==> src/rtl/serial_tx_arbiter_if.sv <==
// Request/transmitter bundle for serial_tx_arbiter. The master modport is the
// arbiter side; the slave modport is the requesters plus the serial transmitter.
interface serial_tx_arbiter_if #(
  parameter int unsigned NUM_REQ = 4
);
  localparam int unsigned GID_W = $clog2(NUM_REQ);

  logic [NUM_REQ-1:0]   req;
  logic [8*NUM_REQ-1:0] req_data;
  logic [NUM_REQ-1:0]   ack;
  logic [GID_W-1:0]     grant_id;
  logic                 active;
  logic                 sr_set_enable;
  logic [7:0]           sr_data;
  logic                 sr_busy;
  logic                 err;

  modport master (
    input  req, req_data, sr_busy,
    output ack, grant_id, active, sr_set_enable, sr_data, err
  );

  modport slave (
    output req, req_data, sr_busy,
    input  ack, grant_id, active, sr_set_enable, sr_data, err
  );
endinterface

==> src/rtl/serial_tx_arbiter.sv <==
// Round-robin arbiter feeding one double-buffered serial byte transmitter.
// Optional watchdog on the busy handshake: define SERIAL_TX_ARB_WATCHDOG_EN.
module serial_tx_arbiter #(
  parameter int unsigned NUM_REQ        = 4,
  parameter int unsigned GAP_CYCLES     = 2,
  parameter int unsigned TIMEOUT_CYCLES = 255
) (
  input  logic                 set_clk,
  input  logic                 reset,
  serial_tx_arbiter_if.master  bus
);
  localparam int unsigned GID_W = $clog2(NUM_REQ);

  typedef enum logic [2:0] {
    S_IDLE,
    S_LOAD,
    S_WAIT_START,
    S_WAIT_DONE,
    S_GAP
  } state_t;

  state_t             state_q, state_d;
  logic [GID_W-1:0]   ptr_q, ptr_d;
  logic [GID_W-1:0]   grant_q, grant_d;
  logic [GID_W-1:0]   ptr_next;
  logic [7:0]         data_q, data_d;
  logic               strobe_n_q, strobe_n_d;
  logic [NUM_REQ-1:0] ack_q, ack_d;
  logic [15:0]        gap_q, gap_d;
  logic [1:0]         sync_q;
  logic               busy_s;

  logic               win_found;
  logic [GID_W-1:0]   win_id;
  logic [7:0]         win_data;
  logic [GID_W:0]     scan_sum;
  logic [GID_W-1:0]   scan_idx;

`ifdef SERIAL_TX_ARB_WATCHDOG_EN
  logic [15:0] wd_q, wd_d;
  logic        err_q, err_d;
  logic        wd_expired;

  assign wd_expired = (wd_q == 16'(TIMEOUT_CYCLES - 1));
`endif

  assign busy_s   = sync_q[1];
  assign ptr_next = (grant_q == GID_W'(NUM_REQ - 1)) ? '0 : grant_q + 1'b1;

  // First requester at or after the pointer, wrapping at NUM_REQ-1.
  always_comb begin
    win_found = 1'b0;
    win_id    = '0;
    win_data  = '0;
    scan_sum  = '0;
    scan_idx  = '0;
    for (int unsigned i = 0; i < NUM_REQ; i++) begin
      scan_sum = {1'b0, ptr_q} + (GID_W+1)'(i);
      if (scan_sum >= (GID_W+1)'(NUM_REQ))
        scan_sum = scan_sum - (GID_W+1)'(NUM_REQ);
      scan_idx = scan_sum[GID_W-1:0];
      if (!win_found && bus.req[scan_idx]) begin
        win_found = 1'b1;
        win_id    = scan_idx;
        win_data  = bus.req_data[{scan_idx, 3'b000} +: 8];
      end
    end
  end

  // Strobe and ack are registered on entry to LOAD so they are clean for exactly that cycle.
  always_comb begin
    state_d    = state_q;
    ptr_d      = ptr_q;
    grant_d    = grant_q;
    data_d     = data_q;
    strobe_n_d = 1'b1;
    ack_d      = '0;
    gap_d      = gap_q;
`ifdef SERIAL_TX_ARB_WATCHDOG_EN
    wd_d       = wd_q;
    err_d      = err_q;
`endif
    case (state_q)
      S_IDLE: begin
        if (win_found) begin
          grant_d    = win_id;
          data_d     = win_data;
          strobe_n_d = 1'b0;
          ack_d      = NUM_REQ'(1) << win_id;
          state_d    = S_LOAD;
        end
      end
      S_LOAD: begin
        state_d = S_WAIT_START;
`ifdef SERIAL_TX_ARB_WATCHDOG_EN
        wd_d    = '0;
`endif
      end
      S_WAIT_START: begin
`ifdef SERIAL_TX_ARB_WATCHDOG_EN
        wd_d = wd_q + 16'd1;
`endif
        if (busy_s) begin
          state_d = S_WAIT_DONE;
`ifdef SERIAL_TX_ARB_WATCHDOG_EN
          wd_d    = '0;
        end else if (wd_expired) begin
          err_d   = 1'b1;
          state_d = S_GAP;
          gap_d   = '0;
          ptr_d   = ptr_next;
`endif
        end
      end
      S_WAIT_DONE: begin
`ifdef SERIAL_TX_ARB_WATCHDOG_EN
        wd_d = wd_q + 16'd1;
`endif
        if (!busy_s) begin
          state_d = S_GAP;
          gap_d   = '0;
          ptr_d   = ptr_next;
`ifdef SERIAL_TX_ARB_WATCHDOG_EN
        end else if (wd_expired) begin
          err_d   = 1'b1;
          state_d = S_GAP;
          gap_d   = '0;
          ptr_d   = ptr_next;
`endif
        end
      end
      S_GAP: begin
        // GAP always lasts at least one cycle, even with GAP_CYCLES = 0.
        if (32'(gap_q) + 32'd1 >= GAP_CYCLES)
          state_d = S_IDLE;
        else
          gap_d = gap_q + 16'd1;
      end
      default: state_d = S_IDLE;
    endcase
  end

  always_ff @(posedge set_clk or posedge reset) begin
    if (reset) begin
      state_q    <= S_IDLE;
      ptr_q      <= '0;
      grant_q    <= '0;
      data_q     <= '0;
      strobe_n_q <= 1'b1;
      ack_q      <= '0;
      gap_q      <= '0;
      sync_q     <= '0;
    end else begin
      state_q    <= state_d;
      ptr_q      <= ptr_d;
      grant_q    <= grant_d;
      data_q     <= data_d;
      strobe_n_q <= strobe_n_d;
      ack_q      <= ack_d;
      gap_q      <= gap_d;
      sync_q     <= {sync_q[0], bus.sr_busy};
    end
  end

`ifdef SERIAL_TX_ARB_WATCHDOG_EN
  always_ff @(posedge set_clk or posedge reset) begin
    if (reset) begin
      wd_q  <= '0;
      err_q <= 1'b0;
    end else begin
      wd_q  <= wd_d;
      err_q <= err_d;
    end
  end

  assign bus.err = err_q;
`else
  assign bus.err = 1'b0;
`endif

  assign bus.ack           = ack_q;
  assign bus.grant_id      = grant_q;
  assign bus.active        = (state_q != S_IDLE);
  assign bus.sr_set_enable = strobe_n_q;
  assign bus.sr_data       = data_q;
endmodule
==> src/flat_wrapper.sv <==
// flat-port wrapper written by rule: the top's interface ports become plain ports
module serial_tx_arbiter_flat 
#(
  parameter int unsigned NUM_REQ        = 4,
  parameter int unsigned GAP_CYCLES     = 2,
  parameter int unsigned TIMEOUT_CYCLES = 255
)
  (set_clk, reset, bus_req, bus_req_data, bus_sr_busy, bus_ack, bus_grant_id, bus_active, bus_sr_set_enable, bus_sr_data, bus_err);
  serial_tx_arbiter_if #(.NUM_REQ(NUM_REQ)) bus_i ();
  input  logic set_clk;
  input  logic reset;
  input wire logic [$bits(bus_i.req)-1:0] bus_req;
  input wire logic [$bits(bus_i.req_data)-1:0] bus_req_data;
  input wire logic [$bits(bus_i.sr_busy)-1:0] bus_sr_busy;
  output wire logic [$bits(bus_i.ack)-1:0] bus_ack;
  output wire logic [$bits(bus_i.grant_id)-1:0] bus_grant_id;
  output wire logic [$bits(bus_i.active)-1:0] bus_active;
  output wire logic [$bits(bus_i.sr_set_enable)-1:0] bus_sr_set_enable;
  output wire logic [$bits(bus_i.sr_data)-1:0] bus_sr_data;
  output wire logic [$bits(bus_i.err)-1:0] bus_err;
  assign bus_i.req = bus_req;
  assign bus_i.req_data = bus_req_data;
  assign bus_i.sr_busy = bus_sr_busy;
  assign bus_ack = bus_i.ack;
  assign bus_grant_id = bus_i.grant_id;
  assign bus_active = bus_i.active;
  assign bus_sr_set_enable = bus_i.sr_set_enable;
  assign bus_sr_data = bus_i.sr_data;
  assign bus_err = bus_i.err;
  serial_tx_arbiter #(.NUM_REQ(NUM_REQ), .GAP_CYCLES(GAP_CYCLES), .TIMEOUT_CYCLES(TIMEOUT_CYCLES)) u_core (.set_clk(set_clk), .reset(reset), .bus(bus_i));
endmodule
==> config.mk <==
export PLATFORM = sky130hd
export DESIGN_NAME = serial_tx_arbiter_flat
export DESIGN_NICKNAME = d
export VERILOG_FILES = /design/src/rtl/serial_tx_arbiter_if.sv /design/src/rtl/serial_tx_arbiter.sv /design/src/flat_wrapper.sv
export SDC_FILE = /design/constraint.sdc
export NUM_CORES = 1
export LEC_CHECK = 0
export ABC_CLOCK_PERIOD_IN_PS = 3200
export CORE_MARGIN = 3
export CORE_UTILIZATION = 51
export CTS_CLUSTER_SIZE = 24
export DETAILED_ROUTE_END_ITERATION = 8
export PLACE_DENSITY_LB_ADDON = 0.15
export SYNTH_ARGS = -nofsm -noshare
export SYNTH_HDL_FRONTEND = slang
export SYNTH_SLANG_ARGS = --single-unit
==> constraint.sdc <==
create_clock -name set_clk -period 3.2 [get_ports set_clk]
set_input_delay 0.48 -clock set_clk [delete_from_list [all_inputs] [get_ports set_clk]]
set_output_delay 0.48 -clock set_clk [all_outputs]
set_load 0.02 [all_outputs]
* After elaboration in Yosys (flattened, before gate mapping) *
Index checks and enable logic that the tools add are counted.

word-level totals
  bits in registers = 38
  bits in latches = 0
  memory bits (writable) = 0
  bits in read-only memories = 0
  input bits = 39
  output and inout port bits = 17
  logic and storage cells = 93
  memories kept = 0

cells by class
  add/sub/neg operators = 10
  multipliers = 0
  divide/modulo/power cells = 0
  $lt $le $gt $ge = 9
  equal/unequal tests = 10
  shift-type cells = 5
  mux-type cells = 37
  bitwise logic cells = 1
  reductions and logical operators = 13

operators with widths
  operator                                                     number
  indexed part select 32 x 6 -> 8 bit                          4
  >= comparator 32 x 2 -> 1 bit (second input constant)        1
  2-to-1 mux 16 bit                                            2
  2-to-1 mux 8 bit                                             4
  case mux 16 bit (2 select lines)                             1
  2-to-1 mux 2 bit                                             9
  adder 16 x 1 -> 17 bit (second input constant)               1
  adder 16 x 1 -> 16 bit (second input constant)               1
  case mux 3 bit (5 select lines)                              1
  less-than comparator 2 x 3 -> 1 bit (second input constant)  4
  2-to-1 mux 3 bit                                             4
  2-to-1 mux 1 bit                                             10
  >= comparator 3 bit (second input constant)                  3
  binary-select mux 1 bit (select 2 bit)                       4
  2-to-1 mux 4 bit                                             2
  subtractor 2 x 1 -> 2 bit (second input constant)            4
  adder 2 x 2 -> 3 bit (second input constant)                 2
  == test 3 x 2 -> 1 bit (second input constant)               2
  inequality test 2 x 1 -> 1 bit (second input constant)       3
  inequality test 2 bit (second input constant)                2
  AND reduction 2 bit                                          2
  AND reduction 4 bit                                          1
  << shifter 1 x 2 -> 4 bit (first input constant)             1
  adder 2 x 1 -> 3 bit (second input constant)                 1
  other kinds (12)                                             16

* Depth between registers and ports, before layout *
Gate-level depths: netlist of the first run.

  depth after elaboration = 17
  depth in mapped cells = 8

* Worst setup path before layout of the first run *
Ideal clock, no wire load.

  path kind = register to register
  start point = register u_core.gap_q[0]
  end point = register u_core.gap_q[14]
  library setup time = 0.140 ns
  arrival = 2.076 ns
  setup slack = 0.983 ns
  stages on the path, launching flop included = 9
  buffers on the path = 1
  period minus slack after synthesis = 2.217 ns
  cells stage by stage = dfrtp_1 -> ha_1 -> nand2_2 -> or4_1 -> a31oi_1 -> o21ai_1 -> nor4_4 -> buf_6 -> nor3b_2

between the ends
  cells in the longest elaborated chain, start to end = 4
  elaborated cells on any way between the ends = 7
  classes of those cells = add/sub: 2; order compare: 1; eq/ne: 1; mux: 2; reduce/logical: 1

RTL lines
  element                                 RTL line                  text
  from (decl)                             serial_tx_arbiter.sv:29   logic [15:0] gap_q, gap_d;
  from (signal assigned)                  serial_tx_arbiter.sv:160  gap_q <= gap_d;
  adder 16 x 1 -> 17 bit                  serial_tx_arbiter.sv:134  if (32'(gap_q) + 32'd1 >= GAP_CYCLES)
  >= comparator 32 x 2 -> 1 bit           serial_tx_arbiter.sv:134
  inequality test 2 bit (no source line)  --
  AND reduction 3 bit (no source line)    --

Several ways; a longest one is shown, not always the timed one. The select of a mux whose other input is x is not followed.
A chain may end at the register's enable or synchronous reset.

* Final worst setup path of the first run *
  start point = input port bus_req[3]
  end point = register u_core.grant_q[1] (netlist: u_core.bus.grant_id[1])

between the ends
  cells in the longest elaborated chain, start to end = 13
  elaborated cells on any way between the ends = 23
  classes of those cells = mux: 16; reduce/logical: 7

RTL lines
  element                                 RTL line                  text
  from (decl)                             flat_wrapper.sv:12        input wire logic [$bits(bus_i.req)-1:0] bus_req;
  binary-select mux 1 bit (select 2 bit)  serial_tx_arbiter.sv:62   if (!win_found && bus.req[scan_idx]) begin
  2-to-1 mux 1 bit (implied by the code)  serial_tx_arbiter.sv:62
  2-to-1 mux 1 bit                        serial_tx_arbiter.sv:62
  logical NOT 1 bit                       serial_tx_arbiter.sv:62
  logical AND 1 bit                       serial_tx_arbiter.sv:62
  2-to-1 mux 1 bit                        serial_tx_arbiter.sv:62
  logical NOT 1 bit                       serial_tx_arbiter.sv:62
  logical AND 1 bit                       serial_tx_arbiter.sv:62
  2-to-1 mux 1 bit                        serial_tx_arbiter.sv:62
  logical NOT 1 bit                       serial_tx_arbiter.sv:62
  logical AND 1 bit                       serial_tx_arbiter.sv:62
  2-to-1 mux 1 bit                        serial_tx_arbiter.sv:62
  AND reduction 2 bit (no source line)    --
  to (signal assigned)                    serial_tx_arbiter.sv:156  grant_q <= grant_d;
  to (decl)                               serial_tx_arbiter.sv:24   logic [GID_W-1:0] grant_q, grant_d;

Several ways; a longest one is shown, not always the timed one. The select of a mux whose other input is x is not followed.

==> metrics.csv, run 1 <==
metric,value,unit
vdd_drop_max,353,uV
core-area,4850,sq um
startpoint,bus_req[3],
yosysSeqAreaShare,0.363,
fin_crit_sh,0.797,
required,3.36,ns
drv_slew,0,
seqPwrFrac,0.302,
pre_cts_ws,0.327,ns
start_util,0.542,
power_switching,0.910,mW
std_cell_rows,25,
fin_setup_tns,0,ns
clockRootBuffer,clkbuf_8,
sw_frac_of_total,0.389,
cts_tree,yes,
cts_buffers,5,
rsz0062_at_grt,false,
synth.top_cell.area_share,0.353,
grt-ovfl-total,0,
drv_cap,0,
critical_path.max_stage_delay,0.90,ns
whs,0.380,ns
viasPerCell,5.92,
num_antenna_cells,0,
wl,5710,microns
fin_area,3330,sq um
setup_viol,0,
grt_max_degree,45,
synth_cell_types,47,
worst_pin_slew,1.17,ns
drive_above_1_share,0.224,
ys.flop_type,dfrtp_1,
crit_type,in2reg,
dpl_cell_area,3230,sq um
outcome,finished clean,
dr.pass1.iters,6,
slowest_stage,nor2_1,
fmax,392,MHz
holdBufCountCts,0,
path_buf_inv,2,
hold_violations,0,
ios,56,
cts_setup_buffers,0,
r2r_end,u_core.bus.sr_data[4]$_DFFE_PP0P_,
fin_util,0.687,
slew_headroom,0.219,
grt_pass1_wl,9940,microns
synth_edf_count,0,
area_growth,26.8,%
post_cts_resized,0,
drc,0,
yosys_warnings,0,
clk_path_buf_depth,2,
clk-insertion-delay-late,0.29,ns
synthesis.area,2630,sq um
hold_class,reg2reg,
r2r_slack,0.89,ns
track_usage,0.201,
die_w,77.8,microns
grt_pass1_vias,2165,
final_nets,344,
timing.rr.start,u_core.ptr_q[1]$_DFFE_PP0P_,
r2r_cells,5,
cp-endpoint,u_core.bus.grant_id[1]$_DFFE_PP0P_,
critPathMaxFanout,19,
cts_sinks,38,
path_depth,7,
crit_path_cell_trace,clkdlybuf4s50_1 -> or3_1 -> o21ai_0 -> nor2_1 -> inv_1 -> nand2_1 -> o21ai_0,
setup_ws,0.649,ns
post-synth-top-area-cell,dfrtp_1,
powerDensity,703,nW/um^2
p_int,1.43,mW
cp-start-kind,input pin,
synthCells,249,
hpwlAfterDp,4350,microns
skew,0.00725,ns
num_vias,2189,
p_clk_frac,0.146,
cp_top_family,simple AND/OR/NAND/NOR gates,
syn_area_per_cell,10.5,sq um
die_h,77.8,microns
p_leak,1.29,nW
synth.area.top_cells,"dfrtp_1 (35%), mux4_2 (14%), mux2_2 (7.7%)",
cts.clk_slew.worst_paths,0.07,ns
period_needed,2.55,ns
synth_nets,291,
grt_antenna_before_repair,0,
worst_setup_path_end_kind,flip-flop,
h-tree-depth,2,
gp_congestion,0.841,
pwr-share-comb,0.552,
cp.arrival,2.71,ns
async_flop_share,1.00,
ant_nets,0,
io_buffers,54,
synth.ff_latch_count,38,
dieArea,6050,sq um
routedWlPerCell,15.4,microns
crit_top_cell,o21ai_0,
drt_iter0_drc,127,
## cell families (layout without fill, tap and decap cells)
group,count (synthesis),in the layout,share of synthesized area
buffers and inverters,22,76,0.0395
multiplexers,36,36,0.222
AND/OR/NAND/NOR,102,102,0.237
AO/OA/AOI/OAI,44,44,0.113
other,1,1,0.00143
flip-flops,38,38,0.363
adder cells (fa/ha/maj),3,3,0.0143
XOR/XNOR,3,3,0.0100
## through the flow
stage	power (mW)	instances
after global routing	2.51	370
final	2.34	370
after CTS	2.36	370
after floorplan	1.63	249
after global placement	1.99	362
after detailed placement	2.01	362
## per-layer routing
metal	up-vias	GRT usage	part of all wire
li1	1059	-	-
met1	1077	0.260	0.44
met2	46	0.344	0.51
met3	7	0.0429	0.043
met4	0	0.0480	0.011
met5	-	0	0
## power by group through the flow
| stage | logic, mW | registers, mW | clock network, mW |
|---|---|---|---|
| 6_report | 1.29 | 0.706 | 0.343 |
| 2_1_floorplan | 0.875 | 0.752 | 0 |
| 4_1_cts | 1.30 | 0.707 | 0.353 |
| 3_5_place_dp | 1.30 | 0.716 | 0 |
| 3_3_place_gp | 1.28 | 0.712 | 0 |
| 5_1_grt | 1.42 | 0.727 | 0.366 |
## worst min path at each step
| stage | start | endpoint | slack (ns) | cells past startpoint |
|---|---|---|---|---|
| finish | u_core.sync_q[0]$_DFF_PP0_ | u_core.sync_q[1]$_DFF_PP0_ | 0.38 | 0 |
| detailed placement | u_core.sync_q[0]$_DFF_PP0_ | u_core.sync_q[1]$_DFF_PP0_ | 0.36 | 0 |
| global placement | u_core.sync_q[0]$_DFF_PP0_ | u_core.sync_q[1]$_DFF_PP0_ | 0.33 | 0 |
| global route | u_core.sync_q[0]$_DFF_PP0_ | u_core.sync_q[1]$_DFF_PP0_ | 0.38 | 0 |
| CTS | u_core.sync_q[0]$_DFF_PP0_ | u_core.sync_q[1]$_DFF_PP0_ | 0.38 | 0 |
| floorplan | u_core.sync_q[0]$_DFF_PP0_ | u_core.sync_q[1]$_DFF_PP0_ | 0.33 | 0 |
## synth_stat cells (2+ instances only)
library cell and instances:
buf_2 4, nor3_1 9, o22ai_1 2, nand2b_1 15, a31oi_1 9, ha_1 3
dfrtp_1 37, nor4_1 6, nor3b_1 6, nor2b_1 3, nand3_1 2, a21oi_1 7
or3_1 2, xnor2_1 3, nor2_1 23, nor3_2 3, o21ai_1 2, mux2_2 18
nand2_1 15, a222oi_1 8, mux2i_1 2, clkbuf_1 9, nand3b_1 2, mux4_2 16
o21ai_0 9, inv_1 6, nor3b_2 7, o211ai_1 2
## area by class of cell
class,count,area [sq um]
Inverter,6,22.5
Multi-Input combinational cell,189,1580
Clock inverter,2,12.5
Fill cell,399,1520
Tap cell,67,83.8
Clock buffer,6,82.6
Timing Repair Buffer,62,601
Sequential cell,38,952
## cells in the final DEF, fill, tap and decap left out, types with 9 or more instances in the layout
cell type        instances
a31oi_1                  9
clkdlybuf4s50_1         54
nand2b_1                15
dfrtp_1                 37
mux4_2                  16
nor2_1                  23
o21ai_0                  9
mux2_2                  18
nand2_1                 15
## sequential cells by signal (all words and copies together) (netlist names)
name                      flops
u_core.bus.sr_set_enable      1
u_core.state_q                3
u_core.gap_q                 16
u_core.ptr_q                  2
u_core.bus.ack                4
u_core.sync_q                 2
u_core.bus.grant_id           2
u_core.bus.sr_data            8
Note: power is estimated with default switching activity, not from simulation.
==> run 2, diff against run 1 <==
--- a/config.mk
+++ b/config.mk
@@ -5,7 +5,7 @@
 export SDC_FILE = /design/constraint.sdc
 export NUM_CORES = 1
 export LEC_CHECK = 0
-export ABC_CLOCK_PERIOD_IN_PS = 3200
+export ABC_CLOCK_PERIOD_IN_PS = 2450
 export CORE_MARGIN = 3
 export CORE_UTILIZATION = 51
 export CTS_CLUSTER_SIZE = 24
==> constraint.sdc (replaced) <==
create_clock -name set_clk -period 2.45 [get_ports set_clk]
set_input_delay 0.3675 -clock set_clk [delete_from_list [all_inputs] [get_ports set_clk]]
set_output_delay 0.3675 -clock set_clk [all_outputs]
set_load 0.02 [all_outputs]
==> metrics.csv, run 2 (synthesized netlist as in run 1, its figures left out) <==
metric,value,unit,change
outcome,finished clean,,
grt_pass1_vias,2111,,-2.5%
post-place-cells,369,,+1.9%
slew_headroom,0.390,,+0.171
dr.pass1.iters,4,,-2
worst_pin_slew,0.905,ns,-0.262 ns
grt_pass1_wl,9670,microns,-2.7%
final_common_cell,clkdlybuf4s50_1,,
cp.arrival,2.47,ns,-0.24 ns
io_buffers,54,,unchanged
worst_setup_path_end_kind,flip-flop,,
required,2.66,ns,-0.70 ns
period_needed,2.26,ns,
die_h,77.8,microns,unchanged
viasPerCell,5.72,,-3.2%
hold_violations,0,,unchanged
grt_max_degree,39,,-13%
p_leak,1.32,nW,+2.8%
clk-insertion-delay-late,0.28,ns,about the same
track_usage,0.199,,-0.00238
ant_nets,0,,unchanged
clk_path_buf_depth,2,,unchanged
rsz0062_at_grt,false,,
setup_viol,0,,unchanged
cts_tree,yes,,
final_cell_mix,"clkdlybuf4s50_1 (54), dfrtp_1 (36), nor2_1 (22)",,
fin_util,0.701,,+0.0142
final_nets,351,,+2.0%
cts_sinks,38,,unchanged
fin_crit_sh,0.923,,
cp-start-kind,flip-flop,,
die_w,77.8,microns,unchanged
start_util,0.542,,unchanged
num_vias,2158,,-1.4%
r2r_slack,0.19,ns,-0.70 ns
fin_cells,377,,+1.9%
critPathMaxFanout,11,,-8
crit_type,reg2reg,,
ios,56,,unchanged
gp_congestion,0.847,,+0.75%
grt_antenna_before_repair,0,,unchanged
hold_class,reg2reg,,
largest_register_ffs,16,,unchanged
routedWlPerCell,15.2,microns,-1.8%
hpwlAfterDp,4230,microns,-2.8%
std_cell_rows,25,,unchanged
cts_setup_buffers,0,,unchanged
num_antenna_cells,0,,unchanged
cts.clk_slew.worst_paths,0.08,ns,about the same
drt_iter0_drc,160,,+26%
dpl_cell_area,3300,sq um,+2.0%
dieArea,6050,sq um,unchanged
h-tree-depth,2,,unchanged
powerDensity,916,nW/um^2,+30%
wl,5710,microns,about the same
nFillCells,379,,-5.0%
skew,0.00503,ns,-0.00222 ns
vdd_drop_max,570,uV,+61%
top_register,u_core.gap_q,,
fin_area,3400,sq um,+2.1%
grt-ovfl-total,0,,unchanged
drv_cap,0,,unchanged
clockRootBuffer,clkbuf_8,,
core-area,4850,sq um,unchanged
fmax,442,MHz,
drv_slew,0,,unchanged
area_growth,29.4,%,
drc,0,,unchanged
drive_above_1_share,0.248,,+0.0240
cts_buffers,5,,unchanged
run 2: worst max-delay path: stages (launching register included):
cell	delay (ns)
dfrtp_2	0.43
ha_1	0.24
nand2_2	0.15
or4_1	0.54
a31oi_1	0.15
o21ai_1	0.11
nor4_4	0.18
buf_6	0.20
mux2i_1	0.19
run 2: power breakdown:
part / leakage [nW] / internal, mW / switching [mW] / total (mW)
Combinational: 0.794 / 0.926 / 0.848 / 1.77
Sequential: 0.484 / 0.779 / 0.139 / 0.918
Clock: 0.0452 / 0.201 / 0.220 / 0.421
run 2: per-stage QoR:
stage	hold slack [ns]	worst slack [ns]	setup TNS [ns]	power, mW
global route	0.371	0.0149	0	3.34
detailed placement	0.344	-0.114	-0.469	2.70
finish	0.357	0.190	0	3.11
CTS	0.361	0.0997	0	3.13
global placement	0.334	-0.0446	-0.0551	2.68
floorplan	0.331	0.233	0	2.13
run 2: repair_timing:
item	4_1_cts	5_1_grt
gates resized for setup	0	4
endpoints found under the hold margin	0	0
hold buffers	0	0
endpoints found under the setup margin	0	3
run 2: layout make-up:
cell class | instances | area (sq um) | share of cell area
Tap cell | 67 | 83.8 | 0.0247
Clock buffer | 6 | 72.6 | 0.0214
Sequential cell | 38 | 953 | 0.281
Inverter | 6 | 22.5 | 0.00663
Clock inverter | 2 | 13.8 | 0.00405
Timing Repair Buffer | 69 | 669 | 0.197
Multi-Input combinational cell | 189 | 1580 | 0.466
run 2: path summary, 6_finish.rpt:
| check | start | cells after the start | end |
|---|---|---|---|
| max | u_core.gap_q[0]$_DFFE_PP0P_ | 8 | u_core.gap_q[0]$_DFFE_PP0P_ |
| min | u_core.sync_q[0]$_DFF_PP0_ | 0 | u_core.sync_q[1]$_DFF_PP0_ |
| max reg2reg | u_core.gap_q[0]$_DFFE_PP0P_ | 8 | u_core.gap_q[0]$_DFFE_PP0P_ |
| min reg2reg | u_core.sync_q[0]$_DFF_PP0_ | 0 | u_core.sync_q[1]$_DFF_PP0_ |
| max in group asynchronous | reset | 3 | u_core.gap_q[0]$_DFFE_PP0P_ |
| min in group asynchronous | reset | 3 | u_core.state_q[1]$_DFFE_PP0P_ |
run 2: routing by layer:
metal / GRT usage / part of all wire / up-vias
li1: - / - / 1060
met1: 0.258 / 0.44 / 1035
met2: 0.336 / 0.50 / 59
met3: 0.0360 / 0.051 / 4
met4: 0.0605 / 0.0075 / 0
met5: 0 / 0 / -
==> run 3, diff against run 2 <==
--- a/config.mk
+++ b/config.mk
@@ -8,6 +8,7 @@
 export ABC_CLOCK_PERIOD_IN_PS = 2450
 export CORE_MARGIN = 3
 export CORE_UTILIZATION = 51
+export CTS_CLUSTER_DIAMETER = 80
 export CTS_CLUSTER_SIZE = 24
 export DETAILED_ROUTE_END_ITERATION = 8
 export PLACE_DENSITY_LB_ADDON = 0.15
==> results of run 3 <==
Final layout, timing and power as in run 2 (identical DEF).
